`config.mk`:
```
export PLATFORM = sky130hd
export DESIGN_NAME = m_pool_arbiter
export DESIGN_NICKNAME = d
export VERILOG_FILES = /design/src/rtl/m_pool_arbiter.sv
export SDC_FILE = /design/constraint.sdc
export NUM_CORES = 1
export LEC_CHECK = 0
export BUFFER_PORTS_ARGS = -buffer_cell sky130_fd_sc_hd__buf_2
export CAP_MARGIN = 5
export CORE_MARGIN = 8
export CORE_UTILIZATION = 55
export DETAILED_ROUTE_END_ITERATION = 8
export PLACE_DENSITY = 0.79
export SLEW_MARGIN = 5
export SYNTH_ARGS = -nofsm -noshare
export SYNTH_HDL_FRONTEND = slang
export SYNTH_SLANG_ARGS = --single-unit
```
`constraint.sdc`:
```
create_clock -name clk -period 7.35 [get_ports clk]
set_input_delay 0.735 -clock clk [delete_from_list [all_inputs] [get_ports clk]]
set_output_delay 0.735 -clock clk [all_outputs]
set_load 0.02 [all_outputs]
```
`src/rtl/m_pool_arbiter.sv`:
```
// Node-pool slot arbiter: round-robin alloc/free grants shared by N_REQ clients,
// with a registered occupancy count and full/empty/almost_full status decode.
module m_pool_arbiter #(
  parameter int N_REQ     = 4,
  parameter int N_BITS    = 4,
  parameter int CAPACITY  = 15,
  parameter int AF_THRESH = 12
) (
  input  logic              clk,
  input  logic              rst_n,
  input  logic [N_REQ-1:0]  alloc_req,
  input  logic [N_REQ-1:0]  free_req,
  output logic [N_REQ-1:0]  alloc_gnt,
  output logic [N_REQ-1:0]  free_gnt,
  output logic [N_BITS-1:0] occupancy,
  output logic              full,
  output logic              empty,
  output logic              almost_full
);

  localparam int PW = (N_REQ > 1) ? $clog2(N_REQ) : 1;

  logic [PW-1:0]     alloc_ptr_reg, alloc_ptr_next;
  logic [PW-1:0]     free_ptr_reg, free_ptr_next;
  logic [N_BITS-1:0] occ_reg, occ_next;
  logic              alloc_fire, free_fire;

  // First set request at or above ptr, wrapping modulo N_REQ.
  function automatic logic [N_REQ-1:0] rr_pick(input logic [N_REQ-1:0] req,
                                              input logic [PW-1:0]    ptr);
    logic [N_REQ-1:0] g;
    logic             found;
    logic [PW:0]      idx;
    g     = '0;
    found = 1'b0;
    for (int k = 0; k < N_REQ; k++) begin
      idx = {1'b0, ptr} + (PW+1)'(k);
      if (idx >= (PW+1)'(N_REQ)) idx = idx - (PW+1)'(N_REQ);
      if (!found && req[idx[PW-1:0]]) begin
        g[idx[PW-1:0]] = 1'b1;
        found          = 1'b1;
      end
    end
    return g;
  endfunction

  function automatic logic [PW-1:0] ptr_after(input logic [N_REQ-1:0] g,
                                              input logic [PW-1:0]    ptr);
    logic [PW-1:0] p;
    p = ptr;
    for (int i = 0; i < N_REQ; i++) begin
      if (g[i]) p = (i == N_REQ - 1) ? '0 : PW'(i + 1);
    end
    return p;
  endfunction

  // No bypass: a full pool never grants alloc, an empty pool never grants free,
  // so the counter cannot wrap.
  assign alloc_gnt = (rst_n && !full)  ? rr_pick(alloc_req, alloc_ptr_reg) : '0;
  assign free_gnt  = (rst_n && !empty) ? rr_pick(free_req, free_ptr_reg)   : '0;

  assign alloc_fire = |alloc_gnt;
  assign free_fire  = |free_gnt;

  always_comb begin
    alloc_ptr_next = ptr_after(alloc_gnt, alloc_ptr_reg);
    free_ptr_next  = ptr_after(free_gnt, free_ptr_reg);
    occ_next       = occ_reg;
    if (alloc_fire ^ free_fire) begin
      occ_next = alloc_fire ? occ_reg + N_BITS'(1) : occ_reg - N_BITS'(1);
    end
  end

  always_ff @(posedge clk or negedge rst_n) begin
    if (!rst_n) begin
      alloc_ptr_reg <= '0;
      free_ptr_reg  <= '0;
      occ_reg       <= '0;
    end else begin
      alloc_ptr_reg <= alloc_ptr_next;
      free_ptr_reg  <= free_ptr_next;
      occ_reg       <= occ_next;
    end
  end

  assign occupancy   = occ_reg;
  assign full        = (occ_reg == N_BITS'(CAPACITY));
  assign empty       = (occ_reg == '0);
  assign almost_full = (occ_reg >= N_BITS'(AF_THRESH));

endmodule

```
==> metrics.yaml, run 1 <==
run_status:
  status: "complete, no violations"
clocking:
  numCtsBuffers: 3
  cts_sinks: 8
  tritoncts: "built"
  clk_latency_ns: 0.27
  cts.clk_slew.worst_paths_ns: 0.06
  post_cts_resized: 0
  cts_buffer_depth: 2
  cts_max_level: 1
  cts_root_buf: "clkbuf_4"
  post-cts-setup-buffer-count: 0
  cts_hold_buf: 0
global_route:
  grt_pass1_wl_mm: 5.154
  use_met1: 0.1698
  grt-busiest-layer: "met2"
  grt_use_met3: 0.02921
  grt_pass1_vias: 1194
  grt_max_degree: 14
  grt_use_total: 0.1467
  antenna_found_initial: 0
  grtUsageMet2: 0.2658
  gr-total-overflow: 0
cells_and_area:
  nFillCells: 185
  largest_register_ff_count: 4
  area_growth_pct: 11.87
  drive_gt1_frac: 0.2485
  insertedDiodeCount: 0
  layout.nets: 198
hold_path:
  hp-class: "input pin to asynchronous set/reset pin"
yosys:
  ys_warn_count: 0
  synth_area_um2: 1308
  seq_area_frac_synth: 0.1531
  ys_async_sr_fraction: 1.000
  ys.flop_type: "dfrtp_1"
  synth_area_leaders: "dfrtp_1, ha_1, mux4_2"
  synth-edff-count: 0
  avgSynthCellArea_um2: 8.956
  ys_types: 46
  postSynthCellCount: 146
  yosysTopAreaCellShare: 0.1531
  synth_top_area_cell: "dfrtp_1"
  ys_seq_elements: 8
  synth_fp_nets: 173
setup_path:
  worstPathArrival_ns: 4.47
  cp_cell_sequence: "inv_1, ha_1, mux4_2, and2b_4, a22o_1, a2111o_1, o41a_4, inv_1, ha_1, a21o_1, a21oi_1, or2_2, o32ai_1, xor2_1"
  critPathSlowestCell: "dfrtp_1"
  cpPeakStageDelay_ns: 0.59
  crit_required_ns: 7.54
  critPathCaptureType: "flop"
  path_class: "flop to flop"
  startpoint_type: "flop"
  critPathBufInv: 2
  cp_top_family: "compound AO/OA/AOI/OAI gates"
  crit_fanout: 13
sta:
  rsz0062_at_grt: "false"
  fin_crit_sh: 0.5819
  max_freq_mhz: 233.8
  period_minus_slack_ns: 4.277
  hold_violations: 0
  slew_viol_final: 0
  hold_ws_ns: 0.3101
  finClkSkew_ns: 0.004450
  maxSlewHeadroom: 0.5113
  setup_viol: 0
  tns_ns: 0
  tightest_slew_ns: 0.7287
die:
  initial_core_util: 0.5854
  io_pins: 25
  fp.dieH_um: 64.76
  dieArea_um2: 4193
  die_w_um: 64.76
  core-area_um2: 2233
  std_cell_rows: 17
route:
  drc_errors: 0
  drt_iter0_drc: 57
  final_antenna_net_count: 0
  routed_wl_mm: 3.088
  wl_per_cell_um: 15.68
  first_pass_iters: 4
  via_per_inst: 6.127
  vias: 1207
place:
  gp_congestion: 0.9130
  dpl.hpwl_mm: 2.488
  port_buffers: 24
run:
  drv_cap: 0
==> final timing paths <==
path / from / end / slack (ns) / cells past startpoint
min reg2reg: occupancy[3] / occupancy[3] / 0.53 / 1
max reg2reg: alloc_ptr_reg[0] / occupancy[3] / 3.07 / 14
max in group asynchronous: rst_n / occupancy[3] / 6.85 / 1
min in group clk: occupancy[3] / occupancy[3] / 0.53 / 1
min: rst_n / free_ptr_reg[1] / 0.31 / 1
max: alloc_ptr_reg[0] / occupancy[3] / 3.07 / 14
==> cells by family (layout without fill, tap and decap cells) <==
kind of cell,after synthesis,after routing,share of synthesized area
AO/OA/AOI/OAI,40,40,0.2335
XOR/XNOR,4,4,0.04115
adder cells (fa/ha/maj),17,17,0.1684
buffers and inverters,15,38,0.04880
flip-flops,8,8,0.1531
multiplexers,8,8,0.1225
AND/OR/NAND/NOR,54,54,0.2325
==> metrics by stage <==
step | utilization | cell area (um^2) | worst slack [ns] | cells
after CTS | 0.6549 | 1463 | 3.074 | 197
after global placement | 0.6448 | 1440 | 3.238 | 194
after floorplan | - | 1308 | 3.442 | 146
final | 0.6549 | 1463 | 3.073 | 197
after detailed placement | 0.6448 | 1440 | 3.090 | 194
after global routing | 0.6549 | 1463 | 2.847 | 197
==> per-layer routing <==
layer / routed length, um / share of wire / vias to the layer above
met5: 0 / 0 / -
met1: 1383 / 0.45 / 574
met3: 109 / 0.035 / 6
li1: - / - / 593
met4: 31 / 0.010 / 0
met2: 1563 / 0.51 / 34
==> cell usage in the layout (no fill, tap or decap), types with 2 or more instances in the layout <==
| master | Yosys | layout |
|---|---|---|
| buf_2 | 0 | 24 |
| ha_1 | 16 | 16 |
| inv_1 | 11 | 11 |
| nor2_1 | 11 | 11 |
| nand2_1 | 11 | 11 |
| dfrtp_1 | 8 | 8 |
| a211oi_1 | 7 | 7 |
| a21oi_1 | 7 | 7 |
| mux4_2 | 6 | 6 |
| nor3b_1 | 6 | 6 |
| nor2b_1 | 5 | 5 |
| nand3b_1 | 5 | 5 |
| a211o_1 | 5 | 5 |
| o21ai_0 | 4 | 4 |
| or2_2 | 3 | 3 |
| nand3_1 | 3 | 3 |
| clkbuf_4 | 0 | 3 |
| a221oi_1 | 2 | 2 |
| nand4_1 | 2 | 2 |
| a31oi_1 | 2 | 2 |
| o21a_1 | 2 | 2 |
| nor4_1 | 2 | 2 |
| xnor2_1 | 2 | 2 |
==> worst reg2reg max path: cells and delay by family, from the launching register on <==
family | cells | cell delay, ns
mux | 1 | 0.55
xor+xnor | 1 | 0.17
fa+ha+maj | 2 | 0.54
simple gates | 2 | 0.46
flops | 1 | 0.59
compound gates | 6 | 1.63
buf+inv | 2 | 0.27
==> cells in the mapped netlist (3+ instances only) <==
library cell and n:
ha_1 16, nor2_1 11, a211oi_1 7, o21ai_0 4
nand2_1 11, a21oi_1 7, inv_1 11, dfrtp_1 8
nor3b_1 6, nor2b_1 5, or2_2 3, a211o_1 5
nand3b_1 5, nand3_1 3, mux4_2 6
==> final cells by class <==
type                       instances  area, um^2  share of cell area
tap                               28       35.03             0.02395
clock buffer                       3       22.52             0.01540
multi-input combinational        123        1044              0.7134
timing repair buffer              24       120.1             0.08212
inverter                          11       41.29             0.02823
sequential                         8       200.2              0.1369
Power of run 1 is not shown: default switching activity piles up to over one toggle a cycle in this logic, so the estimate is an artifact.
==> run 2: changes to the inputs <==
==> constraint.sdc (replaced) <==
create_clock -name clk -period 4.25 [get_ports clk]
set_input_delay 0.425 -clock clk [delete_from_list [all_inputs] [get_ports clk]]
set_output_delay 0.425 -clock clk [all_outputs]
set_load 0.02 [all_outputs]
==> metrics.yaml, run 2 (synthesis gave the netlist of run 1 again) <==
run_status:
  status: "complete, no violations"  # unchanged
cells_and_area:
  layout.nets: 202  # was 198
  final_cell_mix: "buf_2, ha_1, inv_1, nor2_1, nand2_1"  # unchanged
  insertedDiodeCount: 0  # unchanged
  design_area_um2: 1495  # was 1463 um^2
  layout_commonest_cell: "buf_2"  # unchanged
  area_growth_pct: 14.35  # was 11.87%
  drive_gt1_frac: 0.2601  # was 0.2485
  finalNonFillerCells: 201  # was 197
  largest_register_ff_count: 4  # unchanged
global_route:
  grt_use_total: 0.1547  # was 0.1467
  gr-total-overflow: 0  # unchanged
  grt_pass1_vias: 1243  # was 1194
  grt_max_degree: 13  # was 14
  antenna_found_initial: 0  # unchanged
  grt_pass1_wl_mm: 5.464  # was 5.154 mm
setup_path:
  r2r_end: "occupancy[3]"  # unchanged
  reg2reg_setup_slack_ns: 0.33  # was 3.07 ns
  critPathSlowestCell: "mux4_2"  # was dfrtp_1
  startpoint_type: "flop"  # unchanged
  path_class: "flop to flop"  # unchanged
  startpoint: "alloc_ptr_reg[1]"  # was alloc_ptr_reg[0]
  crit_fanout: 4  # was 13
  cpPeakStageDelay_ns: 0.56  # was 0.59 ns
  r2r_cells: 14  # unchanged
  reg2reg_from: "alloc_ptr_reg[1]"  # was alloc_ptr_reg[0]
  cp_cell_sequence: "inv_1, ha_1, mux4_2, and2b_4, a22o_1, a2111o_1, o41a_4, inv_1, ha_1, a21o_1, a21oi_1, or2_2, o32ai_1, xor2_1"  # unchanged
  critPathCaptureType: "flop"  # unchanged
  critPathBufInv: 2  # unchanged
  crit_required_ns: 4.45  # was 7.54 ns
  worstPathArrival_ns: 4.12  # was 4.47 ns
  crit_end: "occupancy[3]"  # unchanged
  cp.depth: 14  # unchanged
  cp_top_family: "compound AO/OA/AOI/OAI gates"  # unchanged
die:
  dieArea_um2: 4193  # unchanged
  core-area_um2: 2233  # unchanged
  initial_core_util: 0.5854  # unchanged
  std_cell_rows: 17  # unchanged
  die_w_um: 64.76  # unchanged
  io_pins: 25  # unchanged
  fp.dieH_um: 64.76  # unchanged
sta:
  rsz0062_at_grt: "false"  # unchanged
  finClkSkew_ns: 0.01099  # was 0.004450 ns
  fin_ws_ns: 0.3267  # was 3.073 ns
  period_minus_slack_ns: 3.923  # was 4.277 ns
  slew_viol_final: 0  # unchanged
  maxSlewHeadroom: 0.6932  # was 0.5113
  tightest_slew_ns: 0.4554  # was 0.7287 ns
  fin_crit_sh: 0.9231  # was 0.5819
  hold_violations: 0  # unchanged
  max_freq_mhz: 254.9  # was 233.8 MHz
  setup_viol: 0  # unchanged
  tns_ns: 0  # unchanged
clocking:
  numCtsBuffers: 3  # unchanged
  cts_root_buf: "clkbuf_4"  # unchanged
  cts_sinks: 8  # unchanged
  cts_buffer_depth: 2  # unchanged
  tritoncts: "built"  # unchanged
  clk_latency_ns: 0.27  # about the same
  post_cts_resized: 0  # unchanged
  cts.clk_slew.worst_paths_ns: 0.06  # about the same
  cts_max_level: 1  # unchanged
route:
  drc_errors: 0  # unchanged
  first_pass_iters: 4  # unchanged
  via_per_inst: 6.154  # was 6.127
  routed_wl_mm: 3.202  # was 3.088 mm
  wl_per_cell_um: 15.93  # was 15.68 um
  drt_iter0_drc: 52  # was 57
  final_antenna_net_count: 0  # unchanged
  vias: 1237  # was 1207
place:
  place_ws_ns: 0.3453  # was 3.090 ns
  placed_area_um2: 1463  # was 1440 um^2
  port_buffers: 24  # unchanged
  dpl.hpwl_mm: 2.562  # was 2.488 mm
  gp_congestion: 0.8844  # was 0.9130
  placed_cells: 197  # was 194
hold_path:
  hp-class: "input pin to asynchronous set/reset pin"  # unchanged
run:
  drv_cap: 0  # unchanged
## run 2: cell count changes in the layout (fill, tap and decap cells not counted), sizes merged
cell	previous run	this run
buf	24	27
dlygate4sd3	0	1
## run 2: timing repair
| action | 4_1_cts | 5_1_grt |
|---|---|---|
| endpoints found under the hold margin | 1 | 0 |
| buffers inserted | 0 | 0 |
| hold buffers | 1 | 0 |
## run 2: per-stage QoR
step           utilization  hold WS [ns]
2_1_floorplan            -        0.1294
3_3_place_gp        0.6549        0.2876
3_5_place_dp        0.6549        0.2901
4_1_cts             0.6695        0.5280
5_1_grt             0.6695        0.5564
6_report            0.6695        0.5227
## run 2: layer usage
layer	wire length (um)	vias up	global-route usage	share of wire
met4	53	0	0.03815	0.017
met1	1400	594	0.1768	0.44
met2	1637	29	0.2783	0.51
met3	110	7	0.04124	0.034
li1	-	607	-	-
met5	0	-	0	0
## run 2: worst min path at each step
stage               cells after the start               end
detailed placement                      1   free_ptr_reg[0]
global placement                        1      occupancy[2]
finish                                  2   free_ptr_reg[0]
CTS                                     2   free_ptr_reg[0]
global route                            2   free_ptr_reg[0]
floorplan                               0  alloc_ptr_reg[0]
## run 2: final cells by class
class	instances	area, um^2
Tap cell	28	35.03
Inverter	11	41.29
Clock buffer	3	22.52
Sequential cell	8	200.2
Fill cell	189	738.2
Timing Repair Buffer	28	152.6
Multi-Input combinational cell	123	1044
Power of run 2 is left out for the same reason.
